===== config.mk =====
export PLATFORM = sky130hd
export DESIGN_NAME = ram_init_loader_flat
export DESIGN_NICKNAME = d
export VERILOG_FILES = /design/src/rtl/ram_init_loader_if.sv /design/src/rtl/ram_init_loader.sv /design/src/flat_wrapper.sv
export SDC_FILE = /design/constraint.sdc
export NUM_CORES = 1
export LEC_CHECK = 0
export CORE_ASPECT_RATIO = 1.5
export CORE_UTILIZATION = 50
export CTS_BUF_LIST = sky130_fd_sc_hd__clkbuf_16
export CTS_CLUSTER_SIZE = 25
export DETAILED_ROUTE_END_ITERATION = 8
export PLACE_DENSITY_LB_ADDON = 0.05
export SLEW_MARGIN = 20
export SYNTH_ARGS = -nofsm -noshare
export SYNTH_HDL_FRONTEND = slang
export SYNTH_SLANG_ARGS = --single-unit

===== constraint.sdc =====
create_clock -name Clk -period 5 [get_ports Clk]
set_clock_uncertainty 0.2 [all_clocks]
set_input_delay 1.5 -clock Clk [delete_from_list [all_inputs] [get_ports Clk]]
set_output_delay 1.5 -clock Clk [all_outputs]
set_load 0.005 [all_outputs]

===== src/rtl/ram_init_loader_if.sv =====
// Byte-stream / SRAM-write bundle for ram_init_loader.
// The slave modport is the loader's view. The master modport is the view of
// the block that drives the byte source and observes the SRAM side.
interface ram_init_loader_if #(
  parameter int ADDR_WIDTH = 20
);
  logic                  LOAD_MEM;
  logic                  byte_valid;
  logic [7:0]            byte_data;
  logic                  byte_ready;
  logic [ADDR_WIDTH-1:0] sram_addr;
  logic [15:0]           sram_wdata;
  logic                  sram_we;
  logic                  RAM_INIT_DONE;
  logic [ADDR_WIDTH:0]   words_written;

  modport slave (
    input  LOAD_MEM, byte_valid, byte_data,
    output byte_ready, sram_addr, sram_wdata, sram_we, RAM_INIT_DONE, words_written
  );

  modport master (
    output LOAD_MEM, byte_valid, byte_data,
    input  byte_ready, sram_addr, sram_wdata, sram_we, RAM_INIT_DONE, words_written
  );
endinterface


===== src/rtl/ram_init_loader.sv =====
// Loads NUM_WORDS 16-bit little-endian words into the sample SRAM from a
// valid/ready byte stream. Each word is written at the next sequential
// address, starting from 0. RAM_INIT_DONE is held high once the last word
// has been written. All outputs come from registers or from the state alone,
// so there is no combinational path from byte_valid to any output.
module ram_init_loader #(
  parameter int ADDR_WIDTH   = 20,
  parameter int NUM_WORDS    = 4096,
  parameter int WRITE_CYCLES = 2
) (
  input  logic             Clk,
  input  logic             Reset,
  ram_init_loader_if.slave bus
);

  localparam logic [2:0] S_IDLE  = 3'd0;
  localparam logic [2:0] S_LOW   = 3'd1;
  localparam logic [2:0] S_HIGH  = 3'd2;
  localparam logic [2:0] S_WRITE = 3'd3;
  localparam logic [2:0] S_DONE  = 3'd4;

  // The write counter counts down from WRITE_CYCLES-1 to 0.
  localparam int WCNT_W = (WRITE_CYCLES > 1) ? $clog2(WRITE_CYCLES) : 1;
  localparam logic [WCNT_W-1:0]     WCNT_LOAD = WCNT_W'(WRITE_CYCLES - 1);
  localparam logic [WCNT_W-1:0]     WCNT_ONE  = WCNT_W'(1);
  localparam logic [ADDR_WIDTH-1:0] LAST_ADDR = ADDR_WIDTH'(NUM_WORDS - 1);
  localparam logic [ADDR_WIDTH-1:0] ADDR_ONE  = ADDR_WIDTH'(1);
  localparam logic [ADDR_WIDTH:0]   CNT_ONE   = (ADDR_WIDTH + 1)'(1);

  logic [2:0]            state_q, state_d;
  logic [ADDR_WIDTH-1:0] addr_q, addr_d;
  logic [15:0]           wdata_q, wdata_d;
  logic [WCNT_W-1:0]     wcnt_q, wcnt_d;
  logic [ADDR_WIDTH:0]   count_q, count_d;

  // Next-state logic. The DONE test comes before the address increment,
  // so the address never goes past the last word.
  always_comb begin
    state_d = state_q;
    addr_d  = addr_q;
    wdata_d = wdata_q;
    wcnt_d  = wcnt_q;
    count_d = count_q;
    case (state_q)
      S_IDLE: begin
        addr_d  = '0;
        count_d = '0;
        if (bus.LOAD_MEM) begin
          state_d = S_LOW;
        end
      end
      S_LOW: begin
        if (bus.byte_valid) begin
          wdata_d[7:0] = bus.byte_data;
          state_d      = S_HIGH;
        end
      end
      S_HIGH: begin
        if (bus.byte_valid) begin
          wdata_d[15:8] = bus.byte_data;
          wcnt_d        = WCNT_LOAD;
          state_d       = S_WRITE;
        end
      end
      S_WRITE: begin
        if (wcnt_q == '0) begin
          count_d = count_q + CNT_ONE;
          if (addr_q == LAST_ADDR) begin
            state_d = S_DONE;
          end else begin
            addr_d  = addr_q + ADDR_ONE;
            state_d = S_LOW;
          end
        end else begin
          wcnt_d = wcnt_q - WCNT_ONE;
        end
      end
      S_DONE: begin
        state_d = S_DONE;
      end
      default: begin
        state_d = S_IDLE;
      end
    endcase
  end

  // State registers. A synchronous reset abandons any word in progress.
  always_ff @(posedge Clk) begin
    if (Reset) begin
      state_q <= S_IDLE;
      addr_q  <= '0;
      wdata_q <= '0;
      wcnt_q  <= '0;
      count_q <= '0;
    end else begin
      state_q <= state_d;
      addr_q  <= addr_d;
      wdata_q <= wdata_d;
      wcnt_q  <= wcnt_d;
      count_q <= count_d;
    end
  end

  // Drive the outputs from the registers and from a decode of the state.
  always_comb begin
    bus.byte_ready    = (state_q == S_LOW) || (state_q == S_HIGH);
    bus.sram_we       = (state_q == S_WRITE);
    bus.RAM_INIT_DONE = (state_q == S_DONE);
    bus.sram_addr     = addr_q;
    bus.sram_wdata    = wdata_q;
    bus.words_written = count_q;
  end

endmodule


===== src/flat_wrapper.sv =====
// flat-port wrapper written by rule: the top's interface ports become plain ports
module ram_init_loader_flat 
#(
  parameter int ADDR_WIDTH   = 20,
  parameter int NUM_WORDS    = 4096,
  parameter int WRITE_CYCLES = 2
)
  (Clk, Reset, bus_LOAD_MEM, bus_byte_valid, bus_byte_data, bus_byte_ready, bus_sram_addr, bus_sram_wdata, bus_sram_we, bus_RAM_INIT_DONE, bus_words_written);
  ram_init_loader_if #(.ADDR_WIDTH(ADDR_WIDTH)) bus_i ();
  input  logic Clk;
  input  logic Reset;
  input wire logic [$bits(bus_i.LOAD_MEM)-1:0] bus_LOAD_MEM;
  input wire logic [$bits(bus_i.byte_valid)-1:0] bus_byte_valid;
  input wire logic [$bits(bus_i.byte_data)-1:0] bus_byte_data;
  output wire logic [$bits(bus_i.byte_ready)-1:0] bus_byte_ready;
  output wire logic [$bits(bus_i.sram_addr)-1:0] bus_sram_addr;
  output wire logic [$bits(bus_i.sram_wdata)-1:0] bus_sram_wdata;
  output wire logic [$bits(bus_i.sram_we)-1:0] bus_sram_we;
  output wire logic [$bits(bus_i.RAM_INIT_DONE)-1:0] bus_RAM_INIT_DONE;
  output wire logic [$bits(bus_i.words_written)-1:0] bus_words_written;
  assign bus_i.LOAD_MEM = bus_LOAD_MEM;
  assign bus_i.byte_valid = bus_byte_valid;
  assign bus_i.byte_data = bus_byte_data;
  assign bus_byte_ready = bus_i.byte_ready;
  assign bus_sram_addr = bus_i.sram_addr;
  assign bus_sram_wdata = bus_i.sram_wdata;
  assign bus_sram_we = bus_i.sram_we;
  assign bus_RAM_INIT_DONE = bus_i.RAM_INIT_DONE;
  assign bus_words_written = bus_i.words_written;
  ram_init_loader #(.ADDR_WIDTH(ADDR_WIDTH), .NUM_WORDS(NUM_WORDS), .WRITE_CYCLES(WRITE_CYCLES)) u_core (.Clk(Clk), .Reset(Reset), .bus(bus_i));
endmodule

* Word level (Yosys, flattened, before mapping)
Index checks and enable logic that the tools add are counted.
** Storage, ports and cells
- Register bits :: 61
- Bits of input ports :: 12
- Logic and storage cells :: 43
- Output and inout bits :: 60
** Cells by class
- Mux-type cells :: 14
- Reduce and logical (&&, ||, !) cells :: 10
- Add/subtract/negate cells :: 3
- Equality and inequality tests :: 10
** Operator list (number)
- 21-bit case mux with 2 select lines :: 1
- 20-bit two-way mux :: 2
- 20-bit case mux with 2 select lines :: 1
- 21-bit by 1-bit adder with 21-bit output, second input constant :: 1
- 21-bit two-way mux :: 1
- 20-bit by 1-bit adder with 20-bit output, second input constant :: 1
- 20-bit by 12-bit == test with 1-bit output, second input constant :: 1
- 3-bit two-way mux :: 5
- 3-bit case mux with 5 select lines :: 1
- 2-bit != test, second input constant :: 5
- 2-bit AND reduction :: 4
- 3-bit by 2-bit == test with 1-bit output, second input constant :: 2
- 4-bit AND reduction :: 1
- 2-bit nonzero test :: 2
- 3-bit by 1-bit == test with 1-bit output, second input constant :: 1
- 3-bit == test, second input constant :: 1
- 3-bit zero test :: 1
- 3-bit AND reduction :: 1
- 1-bit two-way mux :: 2
- 1-bit case mux with 2 select lines :: 1
- 1-bit logical OR :: 1
- 1-bit subtractor, second input constant :: 1

* Longest topological paths before layout
Gate-level depths: netlist of the first run.
- Depth in word-level cells :: 4
- Gate-level depth with buffers :: 7
- Gate-level depth less buffers :: 6

* Worst setup path after synthesis of the first run
No wires, ideal clock.
- Kind :: register to output
- Start :: reg u_core.state_q[2]
- End :: out bus_sram_we
- Arrival :: 0.983 ns
- Path buffers :: 1
- Cell stages (with the launch flop) :: 4
- Data required time :: 3.300 ns
- Slack :: 2.317 ns
- Cell sequence :: dfxtp_1 -> clkbuf_1 -> nand3b_1 -> inv_1
** On the way
- Cells in the longest elaborated chain, start to end :: 1
** Ends and longest elaborated chain
- from (decl) :: RTL line ram_init_loader.sv:30 : logic [2:0] state_q, state_d;
- from (signal assigned) :: RTL line ram_init_loader.sv:96 : state_q <= state_d;
- 3-bit by 2-bit == test with 1-bit output :: RTL line ram_init_loader.sv:107 : bus.sram_we = (state_q == S_WRITE);
- to (decl) :: RTL line flat_wrapper.sv:18 : output wire logic [$bits(bus_i.sram_we)-1:0] bus_sram_we;
Every way passes these cells.

* Worst setup path after layout of the first run
- Start :: reg u_core.state_q[1]
- End :: out bus_sram_we
Same word-level chain as after synthesis.

==> results.sh, run 1 <==
export IMPL_outcome="complete, no violations"
export IMPL_synth_lib_cells_used_distinct=50
export IMPL_detailedPlacementHpwl_um=4760
export IMPL_initial_core_util_pct=51.8
export IMPL_finalMaxSlewViolations=0
export IMPL_unrepaired_setup_endpoints_after_global_routing="false"
export IMPL_slowest_stage_cell_crit_path="dfxtp_1"
export IMPL_cts_clk_pin_slew_worst_paths_ns=0.05
export IMPL_yosysWarningCount=0
export IMPL_number_of_antenna_violations_at_the_first_check_in_global_routing=0
export IMPL_layout_cell_area_non_filler_um2=3850
export IMPL_gr_usage_all_layers_pct=23.7
export IMPL_drt_via_density=5.68
export IMPL_area_growth_pct=35.6
export IMPL_cts_path_max_buffers=2
export IMPL_placeableCoreArea_um2=5490
export IMPL_cp_slowest_stage_delay_ns=0.58
export IMPL_pint_uw=899
export IMPL_remaining_drc_errors=0
export IMPL_diodes=0
export IMPL_design_portCount=72
export IMPL_drt_initial_drc_count=126
export IMPL_detail_routed_net_length_per_standard_cell_um=14.2
export IMPL_nNetsFinal=421
export IMPL_max_slew_worst_pin_slew_ns=0.915
export IMPL_synth_top_area_cell="dfxtp_1"
export IMPL_critPathBufInv=2
export IMPL_placement_io_buffers=71
export IMPL_vdd_drop_max_uv=368
export IMPL_p_leak_uw=0.00133
export IMPL_synthesis_nets=352
export IMPL_postRouteWirelength_um=6800
export IMPL_fillerInstances=437
export IMPL_clock_fmax_mhz=278
export IMPL_synth_edf_count=0
export IMPL_holdCritPathClass="flop to flop"
export IMPL_clock_power_share_pct=49.5
export IMPL_total_power_divided_by_cell_area_nw_per_um2=296
export IMPL_post_route_cells_drive_above_1_share_pct=6.10
export IMPL_comb_power_share_pct=6.6
export IMPL_syn_mean_instance_area_um2=8.41
export IMPL_clock_insertion_delay_worst_skew_ns=0.33
export IMPL_timing_setup_critical_path_class="flop to output pin"
export IMPL_floorplan_die_width_um=63.6
export IMPL_path_cells="nand3b_1, inv_1, clkdlybuf4s50_1"
export IMPL_timing_critical_path_from_type="flop"
export IMPL_dr_total_vias=2726
export IMPL_cts_sink_count=61
export IMPL_synthTopCellsByArea="dfxtp_1 (43%), nand2_1 (5.4%), nor2_1 (5.4%)"
export IMPL_hold_viol=0
export IMPL_power_switching_uw=242
export IMPL_seq_area_frac_synth_pct=43.0
export IMPL_synth_cells=338
export IMPL_cts_setup_buffers=0
export IMPL_via_count_of_the_first_global_routing_pass=2548
export IMPL_power_sequential_fraction_pct=44.0
export IMPL_floorplan_rows=33
export IMPL_place_congestion=0.811
export IMPL_worst_endpoint_required_ns=3.30
export IMPL_path_max_fanout=13
export IMPL_htree_num_levels=3
export IMPL_fin_util_pct=70.2
export IMPL_synth_ff_latch_count=61
export IMPL_global_route_wire_length_before_repair_um=11100
export IMPL_tritoncts="yes"
export IMPL_cap_violations=0
export IMPL_placedInstanceArea_um2=3580
export IMPL_asyncSetResetFlopFracSynth_pct=0
export IMPL_period_minus_slack_ns=3.60
export IMPL_floorplan_die_area_um2=6000
export IMPL_cts_resized=0
export IMPL_crit_arrival_ns=1.90
export IMPL_top_family_by_delay_on_critical_path="buffers and inverters"
export IMPL_p_sw_share_pct=21.2
export IMPL_final_min_period_over_clock_period_pct=72.0
export IMPL_clk_root_buffer_cell="clkbuf_16"
export IMPL_ant_nets=0
export IMPL_cts_buffers_inserted=9
export IMPL_area_of_the_multi_input_gates_um2=1520
export IMPL_setup_viol=0
export IMPL_timing_critical_path_to_type="output pin"
export IMPL_synth_top_cell_area_share_pct=43.0
export IMPL_floorplan_die_height_um=94.4
export IMPL_fin_tns_setup_ns=0
export IMPL_gr_ovfl_total=0
export IMPL_grt_max_degree=34
export IMPL_drt_pass1_iter_count=4
export IMPL_synth_main_ff_cell="dfxtp_1"
export IMPL_syn_area_um2=2840
export IMPL_slew_headroom_pct=38.5
export IMPL_seq_area_um2=1220
export IMPL_post_cts_hold_buffer_count=0
## sequential cells by signal, indices dropped and copies added, names as in the netlist
| name | flops |
|---|---|
| u_core.bus.words_written | 21 |
| u_core.wcnt_q | 1 |
| u_core.bus.sram_addr | 20 |
| u_core.bus.sram_wdata | 16 |
| u_core.state_q | 3 |
## through the flow
stage	total power [uW]	instances	worst slack [ns]	hold WS, ns
floorplan	554	338	2.32	0.253
global placement	585	466	1.43	0.251
detailed placement	586	466	1.38	0.249
CTS	1150	480	1.37	0.256
global route	1180	480	1.28	0.275
finish	1140	480	1.40	0.253
## per-layer routing
metal	global-route usage (%)	vias up	share of wire [%]	routed length, um
met4	10.8	0	1.3	91
met3	5.56	8	5.6	384
met5	0	-	0	0
li1	-	1343	-	-
met2	43.8	89	53	3630
met1	25.0	1286	40	2690
## path summary, 6_finish.rpt
path | from | to | slack, ns | cells after the start
worst min-delay path | u_core.bus.sram_wdata[8]$_SDFFE_PP0P_ | u_core.bus.sram_wdata[8]$_SDFFE_PP0P_ | 0.25 | 2
worst min register to register | u_core.bus.sram_wdata[8]$_SDFFE_PP0P_ | u_core.bus.sram_wdata[8]$_SDFFE_PP0P_ | 0.25 | 2
worst max register to register | u_core.bus.sram_addr[0]$_SDFFE_PP0P_ | u_core.bus.sram_addr[6]$_SDFFE_PP0P_ | 2.46 | 6
worst max-delay path | u_core.state_q[1]$_SDFFE_PP0P_ | bus_sram_we | 1.40 | 3
## worst min-delay path: cells and delay by family (launching register included)
| family | cells | cell delay [ns] |
|---|---|---|
| DFF | 1 | 0.30 |
| and+or+nand+nor | 1 | 0.05 |
| AOI/OAI and AO/OA | 1 | 0.05 |
## placed cells by master, fill, tap and decap left out, types with 11 or more instances in the layout
cell,netlist,routed
xnor2_1,14,14
nor2_1,41,41
nand3_1,14,14
dfxtp_1,61,61
mux2i_1,11,11
nand2_1,41,41
clkdlybuf4s50_1,0,71
a21oi_1,26,26
nor3_1,11,11
## logic make-up (layout without fill, tap and decap cells)
group	count (synthesis)	count (layout)	synth area share, %
AO/OA/AOI/OAI	65	65	14.3
buffers and inverters	23	95	3.48
flip-flops	61	61	43.0
XOR/XNOR	17	17	5.24
adder cells (fa/ha/maj)	2	2	0.880
multiplexers	11	11	3.87
AND/OR/NAND/NOR	159	159	29.3
## synth_stat cells, types with 2 or more instances
library cell,instances
a21o_1,2
ha_1,2
nand2b_1,3
xor2_1,3
a211oi_1,2
or2_2,4
nor2_1,41
xnor2_1,14
and4_1,4
nand4_1,8
buf_1,2
and3_1,9
or3_1,7
a31oi_1,10
nor3_1,11
o21ai_0,10
nand3b_1,2
buf_2,4
clkbuf_1,7
mux2i_1,11
nor3b_1,3
a211o_1,3
nand3_1,14
a21oi_1,26
nand2_1,41
dfxtp_1,61
a22o_1,2
a221o_1,2
inv_1,9
## area by class of cell
type                       count  share of cell area [%]
clock buffer                   9                    5.84
clock inverter                 5                    1.17
inverter                       9                   0.877
multi-input combinational    254                    39.5
sequential                    61                    31.7
tap                           70                    2.27
timing repair buffer          72                    18.6
## power groups by stage
| stage | sequential, uW | clock [uW] | combinational (uW) |
|---|---|---|---|
| floorplan | 507 | 0 | 46.2 |
| global placement | 511 | 0 | 74.2 |
| detailed placement | 511 | 0 | 75.0 |
| CTS | 502 | 575 | 75.7 |
| global route | 502 | 596 | 82.1 |
| finish | 502 | 564 | 74.9 |
(Power assumes the default switching activity.)
==> run 2, diff against run 1 <==
--- a/config.mk
+++ b/config.mk
@@ -6,7 +6,7 @@
 export NUM_CORES = 1
 export LEC_CHECK = 0
 export CORE_ASPECT_RATIO = 1.5
-export CORE_UTILIZATION = 50
+export CORE_UTILIZATION = 44
 export CTS_BUF_LIST = sky130_fd_sc_hd__clkbuf_16
 export CTS_CLUSTER_SIZE = 25
 export DETAILED_ROUTE_END_ITERATION = 8
==> constraint.sdc (replaced) <==
create_clock -name Clk -period 3.1 [get_ports Clk]
set_clock_uncertainty 0.2 [all_clocks]
set_input_delay 0.93 -clock Clk [delete_from_list [all_inputs] [get_ports Clk]]
set_output_delay 0.93 -clock Clk [all_outputs]
set_load 0.005 [all_outputs]
==> run 2 against run 1 <==
Compared with the run above:
- power grew 72%
- sequential share of layout area is 0.75 points lower
- critical path depth stayed put
- final area increased by 2.4%
- worst setup slack got worse by 1.3 ns
- via count shrank 1.7%
- global-route usage shrank 0.87 points
- cell count is 2.7% higher
- worst hold slack better by 0.0013 ns
- register-to-register slack worse by 1.7 ns
- clock power up 83%
- die area up 13%
- highest routed layer unchanged
==> results.sh, run 2 (synthesized netlist as in run 1, its figures left out) <==
export IMPL_outcome="complete, no violations"
export IMPL_post_cts_hold_buffer_count=0
export IMPL_floorplan_rows=35
export IMPL_floorplan_die_width_um=67.6
export IMPL_worst_endpoint_required_ns=1.97
export IMPL_dr_total_vias=2681
export IMPL_grt_max_degree=22
export IMPL_slew_headroom_pct=39.7
export IMPL_placement_io_buffers=71
export IMPL_min_from="u_core.bus.sram_wdata[9]$_SDFFE_PP0P_"
export IMPL_total_power_divided_by_cell_area_nw_per_um2=497
export IMPL_place_congestion=0.892
export IMPL_floorplan_die_area_um2=6790
export IMPL_timing_rr_start="u_core.bus.sram_addr[0]$_SDFFE_PP0P_"
export IMPL_nNetsFinal=428
export IMPL_setup_viol=0
export IMPL_fillerInstances=554
export IMPL_drt_initial_drc_count=148
export IMPL_comb_power_share_pct=6.4
export IMPL_vdd_drop_max_uv=359
export IMPL_startpoint="u_core.state_q[1]$_SDFFE_PP0P_"
export IMPL_floorplan_die_height_um=100
export IMPL_detail_routed_net_length_per_standard_cell_um=14.2
export IMPL_tritoncts="yes"
export IMPL_cts_clk_pin_slew_worst_paths_ns=0.05
export IMPL_htree_num_levels=3
export IMPL_number_of_antenna_violations_at_the_first_check_in_global_routing=0
export IMPL_placeableCoreArea_um2=6170
export IMPL_p_leak_uw=0.00139
export IMPL_cts_sink_count=61
export IMPL_hold_viol=0
export IMPL_power_switching_uw=418
export IMPL_most_common_layout_cells="clkdlybuf4s50_1 (71), dfxtp_1 (61), nor2_1 (41), nand2_1 (41), a21oi_1 (26)"
export IMPL_cts_setup_buffers=0
export IMPL_postRouteWirelength_um=6990
export IMPL_drt_pass1_iter_count=4
export IMPL_period_minus_slack_ns=2.96
export IMPL_detailedPlacementHpwl_um=5010
export IMPL_ant_nets=0
export IMPL_seq_area_um2=1220
export IMPL_area_of_the_multi_input_gates_um2=1520
export IMPL_diodes=0
export IMPL_global_route_wire_length_before_repair_um=11700
export IMPL_initial_core_util_pct=46.0
export IMPL_cts_resized=0
export IMPL_count_of_placed_standard_cells_including_taps=477
export IMPL_fin_tns_setup_ns=0
export IMPL_timing_critical_path_from_type="flop"
export IMPL_crit_arrival_ns=1.83
export IMPL_gr_ovfl_total=0
export IMPL_cap_violations=0
export IMPL_final_min_period_over_clock_period_pct=95.6
export IMPL_area_growth_pct=38.9
export IMPL_unrepaired_setup_endpoints_after_global_routing="false"
export IMPL_fin_util_pct=63.9
export IMPL_post_route_cells_drive_above_1_share_pct=8.35
export IMPL_design_portCount=72
export IMPL_reg2reg_slack_ns=0.74
export IMPL_layout_cells_most_common="clkdlybuf4s50_1"
export IMPL_clock_fmax_mhz=337
export IMPL_drt_via_density=5.44
export IMPL_final_cell_count_no_fill=493
export IMPL_gr_usage_all_layers_pct=22.8
export IMPL_largest_reg_flops=21
export IMPL_p_sw_share_pct=21.3
export IMPL_path_max_fanout=13
export IMPL_timing_setup_critical_path_class="flop to output pin"
export IMPL_clock_power_share_pct=52.4
export IMPL_via_count_of_the_first_global_routing_pass=2615
export IMPL_max_slew_worst_pin_slew_ns=0.901
export IMPL_holdCritPathClass="flop to flop"
export IMPL_hold_slack_ns=0.254
export IMPL_clock_insertion_delay_worst_skew_ns=0.33
export IMPL_timing_critical_path_to_type="output pin"
export IMPL_clk_root_buffer_cell="clkbuf_16"
export IMPL_finalMaxSlewViolations=0
export IMPL_cts_path_max_buffers=2
export IMPL_power_sequential_fraction_pct=41.2
export IMPL_cts_buffers_inserted=9
export IMPL_remaining_drc_errors=0
export IMPL_pint_uw=1550
## run 2: worst max-delay path, stage by stage (launching register included)
cell and delay, ns:
dfxtp_1 0.43, or2_1 0.37, nor2_1 0.17, clkdlybuf4s50_1 0.53
## run 2: metal layers
metal  vias to the layer above  global-route usage [%]  share of wire, %
met3                        14                    3.86               3.8
li1                       1357                       -                 -
met5                         -                       0                 0
met2                        68                    36.7                50
met1                      1242                    27.9                43
met4                         0                    12.8               2.5
## run 2: worst paths after layout
kind / end / cells past startpoint
min: u_core.bus.sram_wdata[9]$_SDFFE_PP0P_ / 2
max reg2reg: u_core.bus.sram_addr[6]$_SDFFE_PP0P_ / 6
max: bus_RAM_INIT_DONE / 3
min reg2reg: u_core.bus.sram_wdata[9]$_SDFFE_PP0P_ / 2
## run 2: final cells by class
class | instances | share of cell area [%]
Clock inverter | 7 | 2.06
Tap cell | 74 | 2.35
Multi-Input combinational cell | 254 | 38.6
Clock buffer | 9 | 5.71
Sequential cell | 61 | 30.9
Timing Repair Buffer | 79 | 19.5
Inverter | 9 | 0.856
## run 2: per-stage QoR
stage	total power, uW	cell area (um^2)	worst slack (ns)
after floorplan	893	2840	0.987
after CTS	1990	3950	0.129
final	1960	3950	0.137
after global placement	949	3640	0.502
after detailed placement	951	3640	0.465
after global routing	2030	3950	0.00334
## run 2: power by group through the flow
stage / registers, uW / clock network (uW) / logic, uW
after floorplan: 818 / 0 / 74.5
final: 809 / 1030 / 126
after CTS: 808 / 1050 / 127
after global placement: 824 / 0 / 125
after global routing: 809 / 1080 / 140
after detailed placement: 825 / 0 / 126
